**config.mk**
```make
export PLATFORM = sky130hd
export DESIGN_NAME = multi_cycle_control_unit_flat
export DESIGN_NICKNAME = d
export VERILOG_FILES = /design/src/rtl/multi_cycle_control_unit_if.sv /design/src/rtl/multi_cycle_control_unit.sv /design/src/flat_wrapper.sv
export SDC_FILE = /design/constraint.sdc
export NUM_CORES = 1
export LEC_CHECK = 0
export ABC_CLOCK_PERIOD_IN_PS = 6320
export CORE_MARGIN = 1.5
export CORE_UTILIZATION = 45
export CTS_BUF_LIST = sky130_fd_sc_hd__clkbuf_4
export CTS_CLUSTER_DIAMETER = 50
export DETAILED_ROUTE_END_ITERATION = 10
export PLACE_DENSITY_LB_ADDON = 0.15
export SLEW_MARGIN = 5
export SYNTH_ARGS = -nofsm -noshare
export SYNTH_HDL_FRONTEND = slang
export SYNTH_SLANG_ARGS = --single-unit
```
**constraint.sdc**
```tcl
create_clock -name CLK -period 6.32 [get_ports CLK]
set_input_delay 1.58 -clock CLK [delete_from_list [all_inputs] [get_ports CLK]]
set_output_delay 1.58 -clock CLK [all_outputs]
set_load 0.1 [all_outputs]
```
**src/rtl/multi_cycle_control_unit_if.sv**
```systemverilog
// Control/datapath bundle for the multi-cycle CPU sequencer.
// Master is the control unit, slave is the datapath side.
interface multi_cycle_control_unit_if;
  logic [5:0] opcode;
  logic       zero;
  logic       sign;
  logic       PCWre;
  logic       IRWre;
  logic       InsMemRW;
  logic       mRD;
  logic       mWR;
  logic       RegWre;
  logic       ALUSrcA;
  logic       ALUSrcB;
  logic       DBDataSrc;
  logic       WrRegDSrc;
  logic [1:0] RegDst;
  logic       ExtSel;
  logic [1:0] PCSrc;
  logic [2:0] ALUOp;
  logic [2:0] state;

  modport master (
    input  opcode, zero, sign,
    output PCWre, IRWre, InsMemRW,
    output mRD, mWR, RegWre,
    output ALUSrcA, ALUSrcB,
    output DBDataSrc, WrRegDSrc,
    output RegDst, ExtSel, PCSrc,
    output ALUOp, state
  );

  modport slave (
    output opcode, zero, sign,
    input  PCWre, IRWre, InsMemRW,
    input  mRD, mWR, RegWre,
    input  ALUSrcA, ALUSrcB,
    input  DBDataSrc, WrRegDSrc,
    input  RegDst, ExtSel, PCSrc,
    input  ALUOp, state
  );
endinterface

```
**src/rtl/multi_cycle_control_unit.sv**
```systemverilog
// Multi-cycle CPU sequencer: IF/ID/EXE/MEM/WB stepping and
// combinational datapath controls decoded from state + opcode.
module multi_cycle_control_unit #(
  parameter logic [5:0] OP_HALT = 6'b111111
) (
  input logic                         CLK,
  input logic                         Reset,
  multi_cycle_control_unit_if.master  bus
);

  typedef enum logic [2:0] {
    S_IF     = 3'b000,
    S_ID     = 3'b001,
    S_EXE_LS = 3'b010,
    S_MEM    = 3'b011,
    S_WB_L   = 3'b100,
    S_EXE_BR = 3'b101,
    S_EXE_AL = 3'b110,
    S_WB_AL  = 3'b111
  } state_t;

  state_t     r_state;
  state_t     w_next;
  logic       r_halt;
  logic       w_halt_nxt;

  logic       w_alu;
  logic       w_rtype;
  logic       w_imm;
  logic       w_sll;
  logic       w_zext;
  logic       w_ls;
  logic       w_br;
  logic       w_jmp;
  logic       w_jr;
  logic       w_jal;
  logic       w_sw;
  logic       w_hlt;
  logic       w_taken;
  logic [2:0] w_aluop;

  always_comb begin
    w_alu   = 1'b0;
    w_rtype = 1'b0;
    w_imm   = 1'b0;
    w_sll   = 1'b0;
    w_zext  = 1'b0;
    w_ls    = 1'b0;
    w_br    = 1'b0;
    w_jmp   = 1'b0;
    w_aluop = 3'b000;
    case (bus.opcode)
      6'b000000: begin
        w_alu   = 1'b1;
        w_rtype = 1'b1;
      end
      6'b000001: begin
        w_alu   = 1'b1;
        w_rtype = 1'b1;
        w_aluop = 3'b001;
      end
      6'b000010: begin
        w_alu   = 1'b1;
        w_imm   = 1'b1;
      end
      6'b010000: begin
        w_alu   = 1'b1;
        w_rtype = 1'b1;
        w_aluop = 3'b110;
      end
      6'b010001: begin
        w_alu   = 1'b1;
        w_imm   = 1'b1;
        w_zext  = 1'b1;
        w_aluop = 3'b110;
      end
      6'b010010: begin
        w_alu   = 1'b1;
        w_imm   = 1'b1;
        w_zext  = 1'b1;
        w_aluop = 3'b101;
      end
      6'b010011: begin
        w_alu   = 1'b1;
        w_imm   = 1'b1;
        w_zext  = 1'b1;
        w_aluop = 3'b111;
      end
      6'b011000: begin
        w_alu   = 1'b1;
        w_rtype = 1'b1;
        w_sll   = 1'b1;
        w_aluop = 3'b100;
      end
      6'b100110: begin
        w_alu   = 1'b1;
        w_imm   = 1'b1;
        w_aluop = 3'b011;
      end
      6'b100111: begin
        w_alu   = 1'b1;
        w_rtype = 1'b1;
        w_aluop = 3'b011;
      end
      6'b110000, 6'b110001: begin
        w_ls    = 1'b1;
        w_imm   = 1'b1;
      end
      6'b110100, 6'b110101, 6'b110110: begin
        w_br    = 1'b1;
        w_aluop = 3'b001;
      end
      6'b111000, 6'b111001, 6'b111010: begin
        w_jmp   = 1'b1;
      end
      default: ;
    endcase
  end

  assign w_jr  = (bus.opcode == 6'b111001);
  assign w_jal = (bus.opcode == 6'b111010);
  assign w_sw  = (bus.opcode == 6'b110000);
  assign w_hlt = (bus.opcode == OP_HALT);

  always_comb begin
    w_taken = 1'b0;
    case (bus.opcode)
      6'b110100: w_taken = bus.zero;
      6'b110101: w_taken = ~bus.zero;
      6'b110110: w_taken = bus.sign;
      default:   w_taken = 1'b0;
    endcase
  end

  always_ff @(posedge CLK or negedge Reset) begin
    if (!Reset) begin
      r_state <= S_IF;
      r_halt  <= 1'b0;
    end else begin
      r_state <= w_next;
      r_halt  <= w_halt_nxt;
    end
  end

  always_comb begin
    w_next        = r_state;
    w_halt_nxt    = r_halt;
    bus.state     = r_state;
    bus.PCWre     = 1'b0;
    bus.IRWre     = 1'b0;
    bus.InsMemRW  = 1'b0;
    bus.mRD       = 1'b0;
    bus.mWR       = 1'b0;
    bus.RegWre    = 1'b0;
    bus.ALUSrcA   = 1'b0;
    bus.ALUSrcB   = 1'b0;
    bus.DBDataSrc = 1'b0;
    bus.WrRegDSrc = 1'b0;
    bus.RegDst    = 2'b00;
    bus.ExtSel    = ~w_zext;
    bus.PCSrc     = 2'b00;
    bus.ALUOp     = 3'b000;
    // Halted: parked in ID with every enable low until reset.
    if (r_halt) begin
      bus.state = S_ID;
    end else begin
      unique case (r_state)
        S_IF: begin
          bus.IRWre    = 1'b1;
          bus.InsMemRW = 1'b1;
          w_next       = S_ID;
        end
        S_ID: begin
          unique case (1'b1)
            w_alu: w_next = S_EXE_AL;
            w_ls:  w_next = S_EXE_LS;
            w_br:  w_next = S_EXE_BR;
            w_jmp: begin
              bus.PCWre = 1'b1;
              bus.PCSrc = w_jr ? 2'b10 : 2'b11;
              bus.RegWre = w_jal;
              w_next    = S_IF;
            end
            w_hlt: w_halt_nxt = 1'b1;
            default: begin
              bus.PCWre = 1'b1;
              w_next    = S_IF;
            end
          endcase
        end
        S_EXE_AL: begin
          bus.ALUOp   = w_aluop;
          bus.ALUSrcA = w_sll;
          bus.ALUSrcB = w_imm;
          w_next      = S_WB_AL;
        end
        S_WB_AL: begin
          bus.ALUOp     = w_aluop;
          bus.ALUSrcA   = w_sll;
          bus.ALUSrcB   = w_imm;
          bus.RegWre    = 1'b1;
          bus.PCWre     = 1'b1;
          bus.WrRegDSrc = 1'b1;
          bus.RegDst    = w_rtype ? 2'b10 : 2'b01;
          w_next        = S_IF;
        end
        S_EXE_LS: begin
          bus.ALUOp   = w_aluop;
          bus.ALUSrcB = w_imm;
          w_next      = S_MEM;
        end
        S_MEM: begin
          bus.ALUOp   = w_aluop;
          bus.ALUSrcB = w_imm;
          if (w_sw) begin
            bus.mWR   = 1'b1;
            bus.PCWre = 1'b1;
            w_next    = S_IF;
          end else begin
            bus.mRD   = 1'b1;
            w_next    = S_WB_L;
          end
        end
        S_WB_L: begin
          bus.RegWre    = 1'b1;
          bus.DBDataSrc = 1'b1;
          bus.WrRegDSrc = 1'b1;
          bus.RegDst    = 2'b01;
          bus.PCWre     = 1'b1;
          w_next        = S_IF;
        end
        S_EXE_BR: begin
          bus.ALUOp = w_aluop;
          bus.PCWre = 1'b1;
          bus.PCSrc = w_taken ? 2'b01 : 2'b00;
          w_next    = S_IF;
        end
      endcase
    end
  end

endmodule

```
**src/flat_wrapper.sv**
```systemverilog
// flat-port wrapper written by rule: the top's interface ports become plain ports
module multi_cycle_control_unit_flat 
#(
  parameter logic [5:0] OP_HALT = 6'b111111
)
  (CLK, Reset, bus_opcode, bus_zero, bus_sign, bus_PCWre, bus_IRWre, bus_InsMemRW, bus_mRD, bus_mWR, bus_RegWre, bus_ALUSrcA, bus_ALUSrcB, bus_DBDataSrc, bus_WrRegDSrc, bus_RegDst, bus_ExtSel, bus_PCSrc, bus_ALUOp, bus_state);
  multi_cycle_control_unit_if bus_i ();
  input logic CLK;
  input logic Reset;
  input wire logic [$bits(bus_i.opcode)-1:0] bus_opcode;
  input wire logic [$bits(bus_i.zero)-1:0] bus_zero;
  input wire logic [$bits(bus_i.sign)-1:0] bus_sign;
  output wire logic [$bits(bus_i.PCWre)-1:0] bus_PCWre;
  output wire logic [$bits(bus_i.IRWre)-1:0] bus_IRWre;
  output wire logic [$bits(bus_i.InsMemRW)-1:0] bus_InsMemRW;
  output wire logic [$bits(bus_i.mRD)-1:0] bus_mRD;
  output wire logic [$bits(bus_i.mWR)-1:0] bus_mWR;
  output wire logic [$bits(bus_i.RegWre)-1:0] bus_RegWre;
  output wire logic [$bits(bus_i.ALUSrcA)-1:0] bus_ALUSrcA;
  output wire logic [$bits(bus_i.ALUSrcB)-1:0] bus_ALUSrcB;
  output wire logic [$bits(bus_i.DBDataSrc)-1:0] bus_DBDataSrc;
  output wire logic [$bits(bus_i.WrRegDSrc)-1:0] bus_WrRegDSrc;
  output wire logic [$bits(bus_i.RegDst)-1:0] bus_RegDst;
  output wire logic [$bits(bus_i.ExtSel)-1:0] bus_ExtSel;
  output wire logic [$bits(bus_i.PCSrc)-1:0] bus_PCSrc;
  output wire logic [$bits(bus_i.ALUOp)-1:0] bus_ALUOp;
  output wire logic [$bits(bus_i.state)-1:0] bus_state;
  assign bus_i.opcode = bus_opcode;
  assign bus_i.zero = bus_zero;
  assign bus_i.sign = bus_sign;
  assign bus_PCWre = bus_i.PCWre;
  assign bus_IRWre = bus_i.IRWre;
  assign bus_InsMemRW = bus_i.InsMemRW;
  assign bus_mRD = bus_i.mRD;
  assign bus_mWR = bus_i.mWR;
  assign bus_RegWre = bus_i.RegWre;
  assign bus_ALUSrcA = bus_i.ALUSrcA;
  assign bus_ALUSrcB = bus_i.ALUSrcB;
  assign bus_DBDataSrc = bus_i.DBDataSrc;
  assign bus_WrRegDSrc = bus_i.WrRegDSrc;
  assign bus_RegDst = bus_i.RegDst;
  assign bus_ExtSel = bus_i.ExtSel;
  assign bus_PCSrc = bus_i.PCSrc;
  assign bus_ALUOp = bus_i.ALUOp;
  assign bus_state = bus_i.state;
  multi_cycle_control_unit #(.OP_HALT(OP_HALT)) u_core (.CLK(CLK), .Reset(Reset), .bus(bus_i));
endmodule
```
Word-level counts from Yosys, hierarchy flattened
Index checks and enable logic that the tools add are counted.
{ "totals": {"reg_bits": 4, "in_bits": 10, "out_inout_bits": 21, "wordCells": 99} }
{ "op_classes": {"reduce_logical": 19, "bitwise_logic": 3, "muxes": 49, "eq_ne": 26} }
{ "ops": {"columns": ["operator", "n"], "rows": [
  ["$eq 6x6->1 const B", 11],
  ["$pmux 3 s6", 2],
  ["$mux 1", 33],
  ["$eq 6x5->1 const B", 5],
  ["$eq 3x3->1 const B", 4],
  ["$mux 3", 4],
  ["$pmux 3 s4", 1],
  ["$reduce_or 3->1", 4],
  ["$reduce_or 4->1", 3],
  ["$reduce_or 10->1", 1],
  ["$reduce_or 2->1", 5],
  ["$reduce_or 5->1", 2],
  ["$mux 2", 4],
  ["$pmux 2 s2", 2],
  ["$reduce_or 7->1", 1],
  ["$eq 3x2->1 const B", 2],
  ["$eq 6x1->1 const B", 1],
  ["$eq 6x2->1 const B", 1],
  ["$logic_not 6->1", 1],
  ["$pmux 1 s3", 2],
  ["$eq 3x1->1 const B", 1],
  ["$logic_not 3->1", 1],
  ["$not 1->1", 3],
  ["$ne 2x2->1 const B", 1],
  ["2 further kinds", 2]
]} }

Longest topological paths before layout
{ "depth": {"depth_word": 7, "depth_mapped": 7, "mapped_depth_nobuf": 5} }

Worst setup path before layout
OpenSTA, ideal clock, no wires.
{ "synth_timing": {"path_kind": "input to output", "startpoint": "input port bus_opcode[0]", "endpoint": "output port bus_ALUOp[2]", "path_buffers": 1, "required_time_ps": 4740, "stages": 3, "arrival_ps": 6715, "setup_slack_ps": -1975, "cell_sequence": "clkbuf_1 > or2_1 > a2111oi_0"} }
{ "synth_via": {"elab_chain_len": 5, "word_cells_on_any_way": 17, "classes_between": "11 x eq/ne; 3 x mux; 3 x reduce/logical"} }
{ "synth_rtl": {"columns": ["element", "line_no", "source"], "rows": [
  ["start, declared", "flat_wrapper.sv:10", "input wire logic [$bits(bus_i.opcode)-1:0] bus_opcode;"],
  ["$eq 6x1->1 (tied with other cells)", "multi_cycle_control_unit.sv:52", "case (bus.opcode)"],
  ["$reduce_or 4->1 (no line) or $reduce_or 2->1 (tied branches)", null, null],
  ["$pmux 3 s6 *", "multi_cycle_control_unit.sv:52", null],
  ["$mux 3 *", "multi_cycle_control_unit.sv:167", "unique case (r_state)"],
  ["$mux 3 *", "multi_cycle_control_unit.sv:164", "if (r_halt) begin"],
  ["end, declared", "flat_wrapper.sv:26", "output wire logic [$bits(bus_i.ALUOp)-1:0] bus_ALUOp;"]
]} }
Mark *: on every way between the ends. The rest lies on a longest branch, timed or not.

Final worst setup path
{ "layout_timing": {"startpoint": "input port bus_opcode[1]", "endpoint": "output port bus_PCSrc[0]"} }
{ "layout_via": {"elab_chain_len": 6, "word_cells_on_any_way": 14, "classes_between": "6 x eq/ne; 7 x mux; 1 x reduce/logical"} }
{ "layout_rtl": {"columns": ["element", "line_no", "source"], "rows": [
  ["$eq 6x6->1 (on tied branches)", "multi_cycle_control_unit.sv:52, multi_cycle_control_unit.sv:120", null],
  ["$reduce_or 3->1", "multi_cycle_control_unit.sv:52", null],
  ["$mux 1", "multi_cycle_control_unit.sv:52", null],
  ["$mux 2", "multi_cycle_control_unit.sv:174", "unique case (1'b1)"],
  ["$pmux 2 s2 *", "multi_cycle_control_unit.sv:167", null],
  ["$mux 2 *", "multi_cycle_control_unit.sv:164", null],
  ["end, declared", "flat_wrapper.sv:25", "output wire logic [$bits(bus_i.PCSrc)-1:0] bus_PCSrc;"]
]} }
Marked as above.

==> flow_summary.yaml <==
setup_path:
  endpoint_kind: "primary output"
  required_ns: 4.74
  reg2reg_to: "u_core.r_state[0]"
  rrSetupSlack_ns: 4.84
  r2r-start: "u_core.r_state[1]"
  cp-start-kind: "input pin"
  cp_max_fo: 18
  reg2reg_depth: 4
  critical_path_buf_inv_count: 2
  slowest_stage: "clkdlybuf4s50_1"
  critPathMaxStageDelay_ns: 0.68
  path_cells: "clkdlybuf4s50_1, and2_4, or4_4, or3_1, o22a_1, nor2_1, buf_4"
  worstPathArrival_ns: 3.88
  critPathTopFamily: "simple AND/OR/NAND/NOR gates"
  critical_path_class: "in -> out"
route:
  wl_per_cell_um: 13.3
  drtIter0Drc: 45
  first_pass_iters: 4
  drc: 0
  vias_per_cell: 6.01
  ant_nets: 0
  vias: 932
  routed_wl_mm: 2.06
run:
  drv_cap: 0
layout:
  antenna_cells: 0
  fin_nets: 151
  post-route-util_pct: 65.2
  syn_to_final_growth_pct: 31.9
  final_cells: 155
  stdcell_area_sq_um: 1000
  drive_above_1_share_pct: 16.5
worst_hold_path:
  min_to: "u_core.r_state[0]"
  hp-start: "u_core.r_state[0]"
  hp-class: "reg -> reg"
  holdPathStages: 2
sta:
  finClkSkew_ns: 0.00128
  min_period_ns: 5.46
  fmaxAchievable_ghz: 0.183
  worst_pin_slew_ns: 0.971
  slew_violations: 0
  setup_viol: 0
  period_share_pct: 86.3
  finalHoldViolCount: 0
  grt_setup_unrepaired: "false"
  slew_headroom_pct: 35.0
  fin_ws_ns: 0.863
global_route:
  grt.overflow.total: 0
  grt_antenna_before_repair: 0
  grt_pass1_wl_mm: 3.43
  grt_max_degree: 19
  grtUsageTotal_pct: 22.8
  grt_pass1_vias: 790
clocking:
  insertion_delay_ns: 0.23
  cts_inserted_buffers: 3
  clk_path_buf_depth: 2
  post-cts-setup-buffers: 0
  htree_num_levels: 1
  cts_hold_buf: 0
  clock_sinks: 4
  clk_pin_slew_worst_paths_ns: 0.04
  cts_tree: "done"
  cts_resized: 0
  root_buffer: "clkbuf_4"
placement:
  placedCellCount: 152
  placed_area_sq_um: 982
  pre_cts_slack_ns: 0.874
  gp_congestion: 0.943
  numPortBuffers: 30
  dpl.hpwl_mm: 1.58
status:
  status: "complete, no violations"
die:
  start_util_pct: 49.4
  die_h_um: 44.2
  io_pins: 31
  die_x_um: 44.2
  core.rowCount: 14
  die_area_sq_um: 1950
  core_area_sq_um: 1540
logic_synthesis:
  syn_avg_cell_area_sq_um: 6.35
  synth_edf_count: 0
  yosysWarnings: 0
  ys_seq_elements: 4
  synthFlopType: "dfrtp_1"
  synth.net_count: 130
  ys_async_sr_fraction_pct: 100
  synthDistinctLibCells: 38
  syn_inst: 120
  synth-seq-area-share_pct: 13.1
  syn_area_sq_um: 762
pwr:
  peakVddDrop_uv: 393
  p_leak_nw: 0.408
  power_uw: 557
  power_density_nw_per_um2: 554
tightest hold or removal path: stages (launching register included):
cell,delay [ns]
dfrtp_1,0.51
nand2_1,0.10
o21ai_1,0.05
worst max path at each step:
stage / start / end / slack [ns] / depth (start not counted)
finish: bus_opcode[1] / bus_PCSrc[0] / 0.86 / 7
global route: bus_opcode[1] / bus_PCSrc[0] / 0.74 / 7
CTS: bus_opcode[1] / bus_PCSrc[0] / 0.87 / 7
detailed placement: bus_opcode[1] / bus_PCSrc[0] / 0.87 / 7
global placement: bus_opcode[1] / bus_PCSrc[0] / 0.90 / 7
floorplan: bus_opcode[0] / bus_PCWre / -0.007 / 5
cell type report:
| cell class | instances | area (sq um) |
|---|---|---|
| clock buffer | 3 | 22.5 |
| inverter | 5 | 18.8 |
| fill | 147 | 537 |
| timing repair buffer | 30 | 265 |
| tap | 16 | 20.0 |
| sequential | 4 | 100 |
| multi-input combinational | 97 | 578 |
state kept, by name (all words and copies together) (netlist names):
signal and flops:
u_core.r_halt 1, u_core.r_state 3
through the flow:
stage,hold slack [ns],setup TNS [ns]
global placement,0.703,0
detailed placement,0.714,0
CTS,0.718,0
finish,0.712,0
floorplan,0.610,-0.00651
global route,0.767,0
synth_stat cells (2+ instances only):
cell,instances,area share [%]
o21ai_1,3,2.0
dfrtp_1,4,13
or3_1,3,2.5
inv_1,5,2.5
o21ai_0,5,3.3
xor2_1,2,2.3
or2_2,2,1.6
a21oi_1,7,4.6
o22a_1,2,2.3
clkbuf_1,11,5.4
nor3_1,7,4.6
a311oi_1,2,2.3
nand3_1,5,3.3
nand2_1,14,6.9
nand2b_1,7,5.7
buf_6,2,3.0
nor3b_1,2,2.0
nor2_1,11,5.4
o211ai_1,2,2.0
nor2b_1,4,3.3
o32ai_1,2,2.3
a31oi_1,2,1.6
logic make-up (layout without fill, tap and decap cells):
kind of cell | after synthesis | in the layout | synth area share (%)
XOR/XNOR | 2 | 2 | 2.30
flip-flops | 4 | 4 | 13.1
buffers and inverters | 19 | 38 | 11.8
multiplexers | 1 | 1 | 1.48
AO/OA/AOI/OAI | 32 | 32 | 28.4
AND/OR/NAND/NOR | 62 | 62 | 42.9
power by group:
| part | switching (mW) | internal [mW] | total (mW) |
|---|---|---|---|
| clock network | 0.0102 | 0.0212 | 0.0314 |
| registers | 0.0409 | 0.0372 | 0.0781 |
| logic | 0.336 | 0.111 | 0.447 |
| total | 0.387 | 0.170 | 0.557 |
metal layers:
layer | wire (um) | track usage [%] | up-vias
met2 | 935 | 37.6 | 48
met4 | 19 | 7.27 | 0
met5 | 0 | 0 | -
met3 | 183 | 1.63 | 2
met1 | 917 | 31.4 | 413
li1 | - | - | 469
placed cells by master, fill, tap and decap left out, types with 3 or more instances in the layout:
master	synthesis	routed
o21ai_1	3	3
nand2b_1	7	7
or3_1	3	3
buf_4	1	14
clkbuf_4	0	3
clkdlybuf4s50_1	0	16
nor2b_1	4	4
nand2_1	14	14
dfrtp_1	4	4
nand3_1	5	5
o21ai_0	5	5
inv_1	5	5
nor3_1	7	7
nor2_1	11	11
a21oi_1	7	7
(Power assumes the default switching activity.)
